$ cat config.mk
export PLATFORM = sky130hd
export DESIGN_NAME = uart_tx_fifo
export DESIGN_NICKNAME = d
export VERILOG_FILES = /design/src/rtl/uart_tx_fifo.sv
export SDC_FILE = /design/constraint.sdc
export NUM_CORES = 1
export LEC_CHECK = 0
export CORE_MARGIN = 5
export CORE_UTILIZATION = 45
export CTS_CLUSTER_SIZE = 8
export DETAILED_ROUTE_END_ITERATION = 16
export PLACE_DENSITY = 0.67
export SLEW_MARGIN = 40
export SYNTH_ARGS = -nofsm -noshare
export SYNTH_HDL_FRONTEND = slang
export SYNTH_SLANG_ARGS = --single-unit
$ cat constraint.sdc
create_clock -name clk -period 2.5 [get_ports clk]
set_input_delay 0.5 -clock clk [delete_from_list [all_inputs] [get_ports clk]]
set_output_delay 0.5 -clock clk [all_outputs]
set_load 0.005 [all_outputs]
$ cat src/rtl/uart_tx_fifo.sv
// -----------------------------------------------------------------------------
// uart_tx_fifo
//
// UART transmitter with an input FIFO. Words written with DATA_VALID are
// queued and serialised LSB first as
//   start(0) / DATA_WIDTH data bits / optional parity / STOP_BITS stop(1)
// Each bit lasts baud_div+1 clock cycles, with baud_div sampled once per frame.
// Writes to a full FIFO are dropped and reported on data_lost.
//
// Ports
//   clk                system clock, rising edge
//   rst                asynchronous active-high reset
//   P_DATA_from_input  word to transmit
//   DATA_VALID         write strobe, one word per high cycle
//   baud_div           bit period minus one, in clk cycles
//   tx_out             serial line, idle high, driven from a flop
//   busy_flag          high whenever a frame is in progress
//   data_lost          one-cycle pulse after a rejected write
//   fifo_full          FIFO holds FIFO_DEPTH words
//   fifo_count         number of words stored
// -----------------------------------------------------------------------------
module uart_tx_fifo #(
    parameter int DATA_WIDTH = 8,
    parameter int FIFO_DEPTH = 4,
    parameter int PAR_EN     = 1,
    parameter int PAR_TYPE   = 1,
    parameter int STOP_BITS  = 1,
    parameter int DIV_W      = 16
) (
    input  logic                        clk,
    input  logic                        rst,
    input  logic [DATA_WIDTH-1:0]       P_DATA_from_input,
    input  logic                        DATA_VALID,
    input  logic [DIV_W-1:0]            baud_div,
    output logic                        tx_out,
    output logic                        busy_flag,
    output logic                        data_lost,
    output logic                        fifo_full,
    output logic [$clog2(FIFO_DEPTH):0] fifo_count
);

    localparam int PTR_W = $clog2(FIFO_DEPTH);
    localparam int CNT_W = PTR_W + 1;
    localparam int BIT_W = $clog2(DATA_WIDTH);

    localparam logic [CNT_W-1:0] FULL_CNT = CNT_W'(FIFO_DEPTH);
    localparam logic [BIT_W-1:0] LAST_BIT = BIT_W'(DATA_WIDTH - 1);
    localparam logic             PAR_ODD  = (PAR_TYPE != 0);
    localparam logic             USE_PAR  = (PAR_EN != 0);
    localparam logic             TWO_STOP = (STOP_BITS == 2);

    typedef enum logic [2:0] {
        S_IDLE,
        S_START,
        S_DATA,
        S_PARITY,
        S_STOP
    } state_t;

    // ------------------------------------------------------------------
    // FIFO
    // ------------------------------------------------------------------
    logic [DATA_WIDTH-1:0] mem_q [FIFO_DEPTH];
    logic [PTR_W-1:0]      wr_ptr_q, wr_ptr_d;
    logic [PTR_W-1:0]      rd_ptr_q, rd_ptr_d;
    logic [CNT_W-1:0]      count_q,  count_d;
    logic                  lost_q;

    logic                  push;
    logic                  pop;
    logic                  fifo_empty;
    logic                  full_w;
    logic [DATA_WIDTH-1:0] head;

    // Fullness comes from the registered count, so a write into a full FIFO
    // is rejected even when the transmitter pops in the same cycle.
    assign full_w     = (count_q == FULL_CNT);
    assign fifo_empty = (count_q == '0);
    assign push       = DATA_VALID && !full_w;
    assign head       = mem_q[rd_ptr_q];

    // NOTE: the storage array has no reset; count and pointers alone decide
    // which entries are valid, and leaving it unreset lets it map onto RAM.
    always_ff @(posedge clk) begin
        if (push) begin
            mem_q[wr_ptr_q] <= P_DATA_from_input;
        end
    end

    always_comb begin
        wr_ptr_d = wr_ptr_q;
        rd_ptr_d = rd_ptr_q;
        count_d  = count_q;
        if (push) begin
            wr_ptr_d = wr_ptr_q + PTR_W'(1);
        end
        if (pop) begin
            rd_ptr_d = rd_ptr_q + PTR_W'(1);
        end
        if (push && !pop) begin
            count_d = count_q + CNT_W'(1);
        end else if (!push && pop) begin
            count_d = count_q - CNT_W'(1);
        end
    end

    // NOTE: every flop is updated with non-blocking assignments so all
    // registers see the pre-edge values of each other, whatever the order.
    always_ff @(posedge clk or posedge rst) begin
        if (rst) begin
            wr_ptr_q <= '0;
            rd_ptr_q <= '0;
            count_q  <= '0;
            lost_q   <= 1'b0;
        end else begin
            wr_ptr_q <= wr_ptr_d;
            rd_ptr_q <= rd_ptr_d;
            count_q  <= count_d;
            lost_q   <= DATA_VALID && full_w;
        end
    end

    // ------------------------------------------------------------------
    // Transmit FSM
    // ------------------------------------------------------------------
    state_t                state_q,    state_d;
    logic [DATA_WIDTH-1:0] shift_q,    shift_d;
    logic                  par_q,      par_d;
    logic [DIV_W-1:0]      div_q,      div_d;
    logic [DIV_W-1:0]      baud_cnt_q, baud_cnt_d;
    logic [BIT_W-1:0]      bit_cnt_q,  bit_cnt_d;
    logic                  stop_cnt_q, stop_cnt_d;
    logic                  tx_q,       tx_d;

    logic                  bit_end;
    logic                  stop_last;
    logic                  load;

    assign bit_end   = (baud_cnt_q == div_q);
    assign stop_last = TWO_STOP ? stop_cnt_q : 1'b1;

    // tx_d carries the line level for the state being entered, so tx_out
    // switches on the same edge as the state and stays a plain flop output.
    always_comb begin
        // NOTE: every variable gets a default before the case statement so no
        // path leaves one unassigned, which would infer a latch.
        state_d    = state_q;
        shift_d    = shift_q;
        par_d      = par_q;
        div_d      = div_q;
        baud_cnt_d = baud_cnt_q + DIV_W'(1);
        bit_cnt_d  = bit_cnt_q;
        stop_cnt_d = stop_cnt_q;
        tx_d       = tx_q;
        load       = 1'b0;

        case (state_q)
            S_IDLE: begin
                baud_cnt_d = '0;
                tx_d       = 1'b1;
                if (!fifo_empty) begin
                    load = 1'b1;
                end
            end

            S_START: begin
                if (bit_end) begin
                    state_d    = S_DATA;
                    baud_cnt_d = '0;
                    bit_cnt_d  = '0;
                    tx_d       = shift_q[0];
                end
            end

            S_DATA: begin
                if (bit_end) begin
                    baud_cnt_d = '0;
                    if (bit_cnt_q == LAST_BIT) begin
                        stop_cnt_d = 1'b0;
                        if (USE_PAR) begin
                            state_d = S_PARITY;
                            tx_d    = par_q;
                        end else begin
                            state_d = S_STOP;
                            tx_d    = 1'b1;
                        end
                    end else begin
                        // Bit 1 becomes the new LSB, so it is the next level.
                        shift_d   = {1'b0, shift_q[DATA_WIDTH-1:1]};
                        tx_d      = shift_q[1];
                        bit_cnt_d = bit_cnt_q + BIT_W'(1);
                    end
                end
            end

            S_PARITY: begin
                if (bit_end) begin
                    state_d    = S_STOP;
                    baud_cnt_d = '0;
                    stop_cnt_d = 1'b0;
                    tx_d       = 1'b1;
                end
            end

            S_STOP: begin
                if (bit_end) begin
                    baud_cnt_d = '0;
                    if (!stop_last) begin
                        stop_cnt_d = 1'b1;
                    end else if (!fifo_empty) begin
                        // Back-to-back frame: no idle bit between stop and start.
                        load = 1'b1;
                    end else begin
                        state_d = S_IDLE;
                        tx_d    = 1'b1;
                    end
                end
            end

            default: begin
                state_d = S_IDLE;
                tx_d    = 1'b1;
            end
        endcase

        if (load) begin
            state_d    = S_START;
            shift_d    = head;
            par_d      = (^head) ^ PAR_ODD;
            div_d      = baud_div;
            baud_cnt_d = '0;
            tx_d       = 1'b0;
        end
    end

    assign pop = load;

    always_ff @(posedge clk or posedge rst) begin
        if (rst) begin
            state_q    <= S_IDLE;
            shift_q    <= '0;
            par_q      <= 1'b0;
            div_q      <= '0;
            baud_cnt_q <= '0;
            bit_cnt_q  <= '0;
            stop_cnt_q <= 1'b0;
            tx_q       <= 1'b1;
        end else begin
            state_q    <= state_d;
            shift_q    <= shift_d;
            par_q      <= par_d;
            div_q      <= div_d;
            baud_cnt_q <= baud_cnt_d;
            bit_cnt_q  <= bit_cnt_d;
            stop_cnt_q <= stop_cnt_d;
            tx_q       <= tx_d;
        end
    end

    // ------------------------------------------------------------------
    // Outputs
    // ------------------------------------------------------------------
    assign tx_out     = tx_q;
    assign busy_flag  = (state_q != S_IDLE);
    assign data_lost  = lost_q;
    assign fifo_full  = full_w;
    assign fifo_count = count_q;

endmodule

== After elaboration in Yosys (flattened, before gate mapping) ==
Memory sizes are Yosys's and may differ from the RTL's.
Cells that the tools add are included.
Word-level totals
  input port bits: 27
  output and inout port bits: 7
  bits in writable memories: 32
  flip-flop bits (word level): 56
  word-level logic and storage cells: 91
  memories: 1
Operators by class
  $add $sub $neg: 6
  reductions and logical operators: 20
  muxes and demuxes: 34
  bitwise logic cells: 1
  eq/ne operators: 18
Memory list
  mem_q: words 4, bits a word 8, rd ports 1, clocked after Yosys merged registers in 0, wr ports 1, RTL line 63  | logic [DATA_WIDTH-1:0] mem_q [FIFO_DEPTH];
Operators by type and width (number)
  3-bit 2-to-1 mux: 12
  16-bit 2-to-1 mux: 2
  8-bit 2-to-1 mux: 4
  16-bit one-hot mux with 2 select lines: 1
  3-bit != test (second input constant): 6
  16-bit by 1-bit adder with 16-bit output (second input constant): 1
  16-bit equality test: 1
  3-bit one-hot mux with 5 select lines: 1
  1-bit 2-to-1 mux: 11
  2-bit != test (second input constant): 5
  3-bit equality test (second input constant): 3
  2-bit nonzero test: 4
  8-bit XOR reduction: 1
  7-bit AND reduction: 1
  3-bit by 1-bit adder with 3-bit output (second input constant): 2
  3-bit by 2-bit equality test with 1-bit output (second input constant): 2
  3-bit zero test: 2
  3-bit one-hot mux with 2 select lines: 1
  5-bit AND reduction: 1
  2-bit by 1-bit adder with 2-bit output (second input constant): 2
  1-bit logical AND: 4
  1-bit one-hot mux with 4 select lines: 1
  4-bit AND reduction: 1
  4-bit OR reduction: 1
  other kinds (7): 9

== Depth between registers and ports, before layout ==
Gate-level depths: netlist of the first run.
  depth in word-level cells: 7
  gate-level depth with buffers: 13

== Worst setup path before layout of the first run ==
Ideal clock, no wire load.
  path type: flip-flop to flip-flop
  start: reg baud_cnt_q[0]
  end: reg count_q[1], in the netlist fifo_count[1]
  library setup time: 0.125 ns
  stages on the path, launching flop included: 11
  setup slack: 0.032 ns
  path buffers: 2
  data arrival time: 2.343 ns
  cells stage by stage: dfrtp_1 xnor2_1 nand4_1 nor4_2 buf_6 o21bai_2 buf_2 ha_1 inv_1 fa_1 mux2_2
Between the ends
  word-level cells in the longest chain between the ends: 6
  elaborated cells on any way between the ends: 8
  classes of those cells: eq/ne (1); mux (3); reduce/logical (4)
Ends and longest elaborated chain
  from (decl): RTL line 130  | logic [DIV_W-1:0] baud_cnt_q, baud_cnt_d;
  from (signal assigned): RTL line 253  | baud_cnt_q <= baud_cnt_d;
  16-bit equality test: RTL line 139  | assign bit_end = (baud_cnt_q == div_q);
  1-bit 2-to-1 mux: RTL line 206  | if (bit_end) begin
  1-bit one-hot mux with 2 select lines: RTL line 157  | case (state_q)
  1-bit zero test: RTL line 100  | if (push && !pop) begin
  1-bit logical AND: RTL line 100
  3-bit 2-to-1 mux: RTL line 100
  named net count_d[1]: RTL line 66  | logic [CNT_W-1:0] count_q, count_d;
  to (signal assigned): RTL line 118  | count_q <= count_d;
  to (decl): RTL line 66
The timed path passes the listed nets, and every way through them passes these cells.
A chain may end at the register's enable or synchronous reset.

== Worst setup path after layout of the first run ==
  start: reg baud_cnt_q[10]
  end: reg count_q[1], in the netlist fifo_count[1]
The elaborated chain is that of the path after synthesis.

==> results.md, run 1 <==
* Post-synthesis instance total at around 290
* Clock Latency Late Sink at about 360 ps
* WP buf/inv at 1
* Post-route DRC at 0
* Vias in the first global route at 2,326
* Synth Area in Compound Gates at under 10%
* Number of max-cap violations at 0
* Fin Clk Skew at 16.35 ps
* CP Max Fanout at 3
* Ys flop type: dfrtp_1
* CTS Sinks at 88
* Critical path class: flip-flop to flip-flop
* Number of diodes at 0
* Dpl cell area at between 4000 and 5000 um^2
* Wire per inst at between 15 and 20 um
* Post-synthesis simple-gate area fraction at between 10% and 20%
* CP Data Required Time at roughly 2800 ps
* Die height at about 100 um
* CP startpoint kind: flip-flop
* GPL Wtd Cong at around 0.76
* Post-Synth Adder-Cell Area at under 10%
* Critical path's top delay family: adder cells
* Total GRT Usage at roughly 14%
* Distinct cells, synth at 45
* Setup TNS at 0 ps
* Critical Path End Type: flip-flop
* Pre-Repair DR Iteration Count at 4
* Arrival time at the worst endpoint at between 2000 and 3000 ps
* Flops & latches, synth at between 80 and 90
* Top Ports at 34
* EDFF count, synth at 32
* Grt met3 use at 3.662%
* RSZ-0062 raised after global routing: false
* YS warnings at 0
* Grt total ovfl at 0
* Worst reg-to-reg setup slack at roughly 210 ps
* First-pass GRT wire length at ~12 mm
* Sequential-to-total area share from yosys stat at approximately three fifths
* Max stage delay on crit path at around 430 ps
* Area grow syn2layout at 17.04%
* Max-slew headroom at 71.92%
* Die area at 10,900 um^2
* Status: completed
* Postcts setup bufs at 0
* GR Util met1 at slightly below 20%
* Pwr dens at about 1000 nW/um^2
* Gr busiest metal: met1
* Largest family of logic cells by synthesized area: simple AND/OR/NAND/NOR gates
* VDD IR max at roughly 0.48 mV
* Starting Density at 45.97%
* Measured slew at the worst slew-check pin at approximately 420 ps
* CTS tree: yes
* Root Driver: clkbuf_8
* Pins over their slew limit at 0
* Async S/R FF share, synth at between 60% and 70%
* Largest net degree at the start of global routing at 32
* Finished Cell Area at roughly 4700 um^2
* Mapped Area at around 4000 um^2
* XOR/XNOR share of the synthesized area at under 10%
* CTS H-tree depth at 3
* Met2 usage at approximately a fifth
* Via count at between 2,000 and 2,500
* R2R Path End: fifo_count[1]
* Hpwl dp at 4.974 mm
* Via density at a little over 5
* PortBufs at 33
* Placeable Area at between 8000 and 9000 um^2
* Synth Area per Inst at around 14 um^2
* Inserted Clock Buffers at 9
* Final min period at approximately 2300 ps
* Critical Path Slowest Stage Cell: dfrtp_1
* Share of cells above drive strength 1 at around 14%
* Initial antenna violation count at 0
* Fmax at between 400 and 500 MHz
* DR iter-0 viols at 47
* Pleak at ~1.8 nW
* Post-synth net total at between 300 and 400
* Reg2reg start: baud_cnt_q[10]
* Clock Pin Slew Worst Setup and Hold Paths at roughly 100 ps
* Reg2reg path depth at 8
* Setup violators final at 0
* Layout Nets at roughly 370
* FP Rows at 34
* Hold/Removal Path Class: primary input to async pin
* Final hold violation count at 0
* Chip width at between 100 and 150 um
* Total length of routed wires at a little under 7 mm
* CP Cell Sequence: xnor2_1 -> nand4_1 -> nor4_2 -> o21bai_2 -> ha_1 -> inv_1 -> fa_1 -> mux2_2
* Mux contribution to synthesized area at 10.08%
* Clock Path Buffers at 2
* DRT antenna net count at 0
* Final Cycle Share at between 90% and 100%
## how the worst max path moves through the flow
| stage | start | endpoint | slack (ps) | cells after the start |
|---|---|---|---|---|
| floorplan | baud_cnt_q[0] | fifo_count[1] | 30 | 10 |
| global placement | DATA_VALID | fifo_count[2] | 220 | 8 |
| detailed placement | DATA_VALID | fifo_count[2] | 180 | 8 |
| CTS | fifo_count[0] | fifo_full | 20 | 2 |
| global route | baud_cnt_q[10] | fifo_count[1] | 70 | 8 |
| finish | baud_cnt_q[10] | fifo_count[1] | 210 | 8 |
## flip-flops by register name, summed over array words and instances, names as in the netlist
name,count
baud_cnt_q,16
bit_cnt_q,3
data_lost,1
div_q,16
fifo_count,3
mem_q,32
par_q,1
rd_ptr_q,2
shift_q,8
state_q,3
tx_out,1
wr_ptr_q,2
## metal layers
metal,part of all wire (%),up-vias,wire length [um]
li1,-,1108,-
met1,49,1133,3346
met2,46,41,3180
met3,3.9,9,270
met4,1.2,0,85
met5,0,-,0
## synth_stat cells (2+ instances only)
library cell / number / area share [%]
nand4_1: 6 / 0.94
a22o_1: 2 / 0.44
nand2_1: 11 / 1.0
o21ai_1: 2 / 0.25
nor2_1: 24 / 2.2
xor2_1: 15 / 3.3
nand3b_1: 2 / 0.37
edfxtp_1: 32 / 24
nor2b_1: 3 / 0.47
mux2_1: 15 / 4.2
nand2b_1: 2 / 0.31
ha_1: 8 / 2.5
nand3_1: 8 / 1.0
o221a_1: 7 / 2.0
clkbuf_1: 2 / 0.19
buf_2: 3 / 0.37
mux2_2: 4 / 1.1
mux4_2: 8 / 4.5
and2_1: 5 / 0.78
or2b_1: 7 / 1.3
o21ai_0: 4 / 0.50
inv_1: 7 / 0.66
xnor2_1: 28 / 6.1
buf_6: 4 / 1.1
and3_1: 3 / 0.47
dfrtp_1: 55 / 34
## placed cells by master, fill, tap and decap left out, types with 6 or more instances in the layout
cell             Yosys  final
nor2_1              24     24
nand3_1              8      8
nand2_1             11     11
xor2_1              15     15
clkdlybuf4s50_1      0     33
inv_1                7      6
clkbuf_8             0      9
buf_4                1     11
mux4_2               8      8
or2b_1               7      7
o221a_1              7      7
nand4_1              6      6
mux2_1              15     15
xnor2_1             28     28
ha_1                 8      8
edfxtp_1            32     32
dfrtp_1             55     55
## worst register-to-register path: stages, from the launching register on
cell and delay, ps:
dfrtp_1 430, xnor2_1 180, nand4_1 130, nor4_2 380, o21bai_2 120, ha_1 220
inv_1 70, fa_1 400, mux2_2 260
## layout make-up
class | instances | area (um^2)
fill | 725 | 4029
inverter | 7 | 26.28
multi-input combinational | 181 | 1554
clock buffer | 9 | 123.9
timing repair buffer | 44 | 412.9
sequential | 88 | 2364
tap | 108 | 135.1
clock inverter | 7 | 76.32
## per-stage QoR
step	hold slack, ps	utilization, %	setup WS (ps)	total power [mW]	std cells
detailed placement	476.1	51.39	175.5	3.845	428
global route	536.7	53.80	67.18	5.108	444
global placement	470.5	51.39	216.1	3.799	428
floorplan	455.3	-	32.29	3.377	286
CTS	519.5	53.69	20.65	4.828	444
finish	515.6	53.80	213.4	4.764	444
## logic make-up after synthesis
family          count (synthesis)
flops                          88
simple gates                   77
xor+xnor                       44
mux                            28
compound gates                 22
buf+inv                        17
fa+ha+maj                      10
## power by group
group	switching [mW]	leakage [nW]	internal [mW]
sequential	0.332	0.980	1.94
combinational	0.648	0.734	0.869
clock	0.572	0.103	0.401
total	1.55	1.82	3.21
## timing repair
item,CTS,global route
gates resized for setup,0,2
hold buffers,0,0
setup endpoints to repair,0,8
No activity file was read; power rests on OpenSTA's default activity.
==> inputs of run 2 (changes only) <==
--- a/config.mk
+++ b/config.mk
@@ -14,3 +14,4 @@
 export SYNTH_ARGS = -nofsm -noshare
 export SYNTH_HDL_FRONTEND = slang
 export SYNTH_SLANG_ARGS = --single-unit
+export TNS_END_PERCENT = 30
==> results of run 2 <==
Final layout, timing and power as in run 1 (identical DEF).
==> inputs of run 3 (changes only) <==
--- a/config.mk
+++ b/config.mk
@@ -6,11 +6,10 @@
 export NUM_CORES = 1
 export LEC_CHECK = 0
 export CORE_MARGIN = 5
-export CORE_UTILIZATION = 45
+export CORE_UTILIZATION = 52
 export CTS_CLUSTER_SIZE = 8
 export DETAILED_ROUTE_END_ITERATION = 16
-export PLACE_DENSITY = 0.67
-export SLEW_MARGIN = 40
+export PLACE_DENSITY = 0.76
 export SYNTH_ARGS = -nofsm -noshare
 export SYNTH_HDL_FRONTEND = slang
 export SYNTH_SLANG_ARGS = --single-unit
==> run 3 against run 2 <==
- critical path depth did not move
- critical endpoint unchanged
- sequential share of layout area fell by 0.054 points
- cell area rose by 0.11%
- flip-flop and latch count unchanged
- combinational power down 3%
==> results.md, run 3 (synthesized netlist as in run 1, its figures left out) <==
* CTS Sinks at 88 (unchanged)
* Non-Filler Instances at 436 (was 444)
* Placeable Area at 7607 um^2 (was 8721 um^2)
* Critical Path End Type: flip-flop (unchanged)
* Final min period at 2308 ps (was 2287 ps)
* First-pass GRT wire length at 11.70 mm (was 11.87 mm)
* Largest net degree at the start of global routing at 57 (was 32)
* Post-route DRC at 0 (unchanged)
* CP startpoint kind: flip-flop (unchanged)
* Top Ports at 34 (unchanged)
* Postcts setup bufs at 0 (unchanged)
* Pins over their slew limit at 0 (unchanged)
* Top reg by flops: mem_q (unchanged)
* Grt total ovfl at 0 (unchanged)
* Max reg flops at 32 (unchanged)
* CTS tree: yes (unchanged)
* Critical Path Slowest Stage Cell: dfrtp_1 (unchanged)
* Sw power at 1.491 mW (was 1.552 mW)
* Number of max-cap violations at 0 (unchanged)
* Fmax at 433.3 MHz (was 437.3 MHz)
* Setup WS post-layout at 192.3 ps (was 213.4 ps)
* FP Rows at 32 (was 34)
* Arrival time at the worst endpoint at 2540 ps (was 2530 ps)
* PortBufs at 33 (unchanged)
* Chip width at 97.80 um (was 104.4 um)
* Dpl cell area at 4472 um^2 (was 4482 um^2)
* CP Cell Sequence: xnor2_1 -> nand4_1 -> nor4_2 -> o21bai_2 -> ha_1 -> inv_1 -> fa_1 -> mux2_2 (unchanged)
* DRT antenna net count at 0 (unchanged)
* Hold/Removal Path Class: primary input to async pin (unchanged)
* Fin util at 61.74% (was 53.80%)
* Most common library cell in the layout ignoring fill and taps: dfrtp_1 (unchanged)
* Critical path class: flip-flop to flip-flop (unchanged)
* VDD IR max at 0.5948 mV (was 0.4796 mV)
* P_int at 3.376 mW (was 3.211 mW)
* CTS H-tree depth at 3 (unchanged)
* Status: completed (unchanged)
* Wire per inst at 15.35 um (was 15.50 um)
* Area grow syn2layout at 17.17% (was 17.04%)
* CTS resizes at 0 (unchanged)
* Clock Path Buffers at 2 (unchanged)
* Sw Share at 30.63% (was 32.58%)
* Part of the power in registers at 47.2% (was 47.7%)
* Max stage delay on crit path at 450 ps (was 430 ps)
* Via density at 5.282 (was 5.160)
* CP Max Fanout at 6 (was 3)
* RSZ-0062 raised after global routing: false (unchanged)
* Pwr dens at 1036 nW/um^2 (was 1015 nW/um^2)
* Pleak at 1.822 nW (was 1.817 nW)
* Clock Pin Slew Worst Setup and Hold Paths at 90 ps (was 100 ps)
* Pre-Repair DR Iteration Count at 4 (unchanged)
* Finished Cell Area at 4697 um^2 (was 4692 um^2)
* Total power at 4.867 mW (was 4.764 mW)
* Final hold violation count at 0 (unchanged)
* Initial antenna violation count at 0 (unchanged)
* Logic pwr share at 30.4% (was 31.8%)
* # placed instances at 420 (was 428)
* Most frequent cells in the layout: 55 x dfrtp_1, 33 x clkdlybuf4s50_1, 32 x edfxtp_1 (unchanged)
* Die height at 97.80 um (was 104.4 um)
* Inserted Clock Buffers at 9 (unchanged)
* Die area at 9565 um^2 (was 10,900 um^2)
* Hpwl dp at 4.689 mm (was 4.974 mm)
* CP Data Required Time at 2740 ps (was 2750 ps)
* Min Hold Slack at 499.9 ps (was 515.6 ps)
* Share of cells above drive strength 1 at 12.87% (was 14.29%)
* Dpl ws at 129.7 ps (was 175.5 ps)
* Layout Nets at 365 (was 367)
* Largest regs: mem_q: 32 flops, baud_cnt_q: 16 flops, div_q: 16 flops (unchanged)
* GPL Wtd Cong at 0.7531 (was 0.7571)
* Final Cycle Share at 92.31% (was 91.46%)
* Setup TNS at 0 ps (unchanged)
* Root Driver: clkbuf_8 (unchanged)
* CTS Hold Bufs at 0 (unchanged)
* Total GRT Usage at 15.38% (was 13.58%)
* Setup violators final at 0 (unchanged)
* Vias in the first global route at 2,430 (was 2,326)
* Number of diodes at 0 (unchanged)
* Measured slew at the worst slew-check pin at 439.6 ps (was 421.1 ps)
* Clock Latency Late Sink at 350 ps (was 360 ps)
* Starting Density at 52.70% (was 45.97%)
* Total length of routed wires at 6.693 mm (was 6.882 mm)
* Fin Clk Skew at 11.75 ps (was 16.35 ps)
* Max-slew headroom at 70.69% (was 71.92%)
* Clock power frac at 22.5% (was 20.4%)
* DR iter-0 viols at 61 (was 47)
* Via count at 2,303 (was 2,291)
-- run 3: cell types whose count changed in the layout (fill, tap and decap cells not counted), sizes merged --
cell    delta
inv        -3
buf        -2
bufinv     +2
clkinv     +1
-- run 3: worst paths after layout --
kind	end	depth (start not counted)	from	slack, ps
hold / removal	shift_q[2]	3	rst	500
setup / recovery	fifo_count[1]	8	baud_cnt_q[0]	190
hold reg to reg	par_q	2	par_q	500
max in group asynchronous	tx_out	3	rst	1690
min in group clk	par_q	2	par_q	500
setup reg to reg	fifo_count[1]	8	baud_cnt_q[0]	190
-- run 3: layout make-up --
type                            count  area [um^2]
Timing Repair Buffer               42        410.4
Sequential cell                    88         2364
Inverter                            7        26.28
Clock inverter                      7        101.3
Clock buffer                        9        123.9
Fill cell                         590         2910
Multi-Input combinational cell    181         1544
Tap cell                          102        127.6
-- run 3: power groups by stage --
stage	combinational (mW)	clock, mW	sequential [mW]
after floorplan	1.17	0	2.21
after CTS	1.51	1.11	2.30
after detailed placement	1.51	0	2.33
after global routing	1.66	1.17	2.35
after global placement	1.46	0	2.31
final	1.48	1.09	2.30
-- run 3: critical path, delay by kind of cell, from the launching register on --
kind | cells | cell delay [ps]
adder cells (fa/ha/maj) | 2 | 610
buffers and inverters | 1 | 80
flip-flops | 1 | 450
XOR/XNOR | 1 | 190
multiplexers | 1 | 270
AO/OA/AOI/OAI | 1 | 100
AND/OR/NAND/NOR | 2 | 510
-- run 3: layer usage --
metal	wire (um)	up-vias	global-route usage (%)
met2	3071	37	23.09
met1	3263	1152	21.75
met4	114	0	5.538
met3	243	9	4.143
li1	-	1105	-
met5	0	-	0
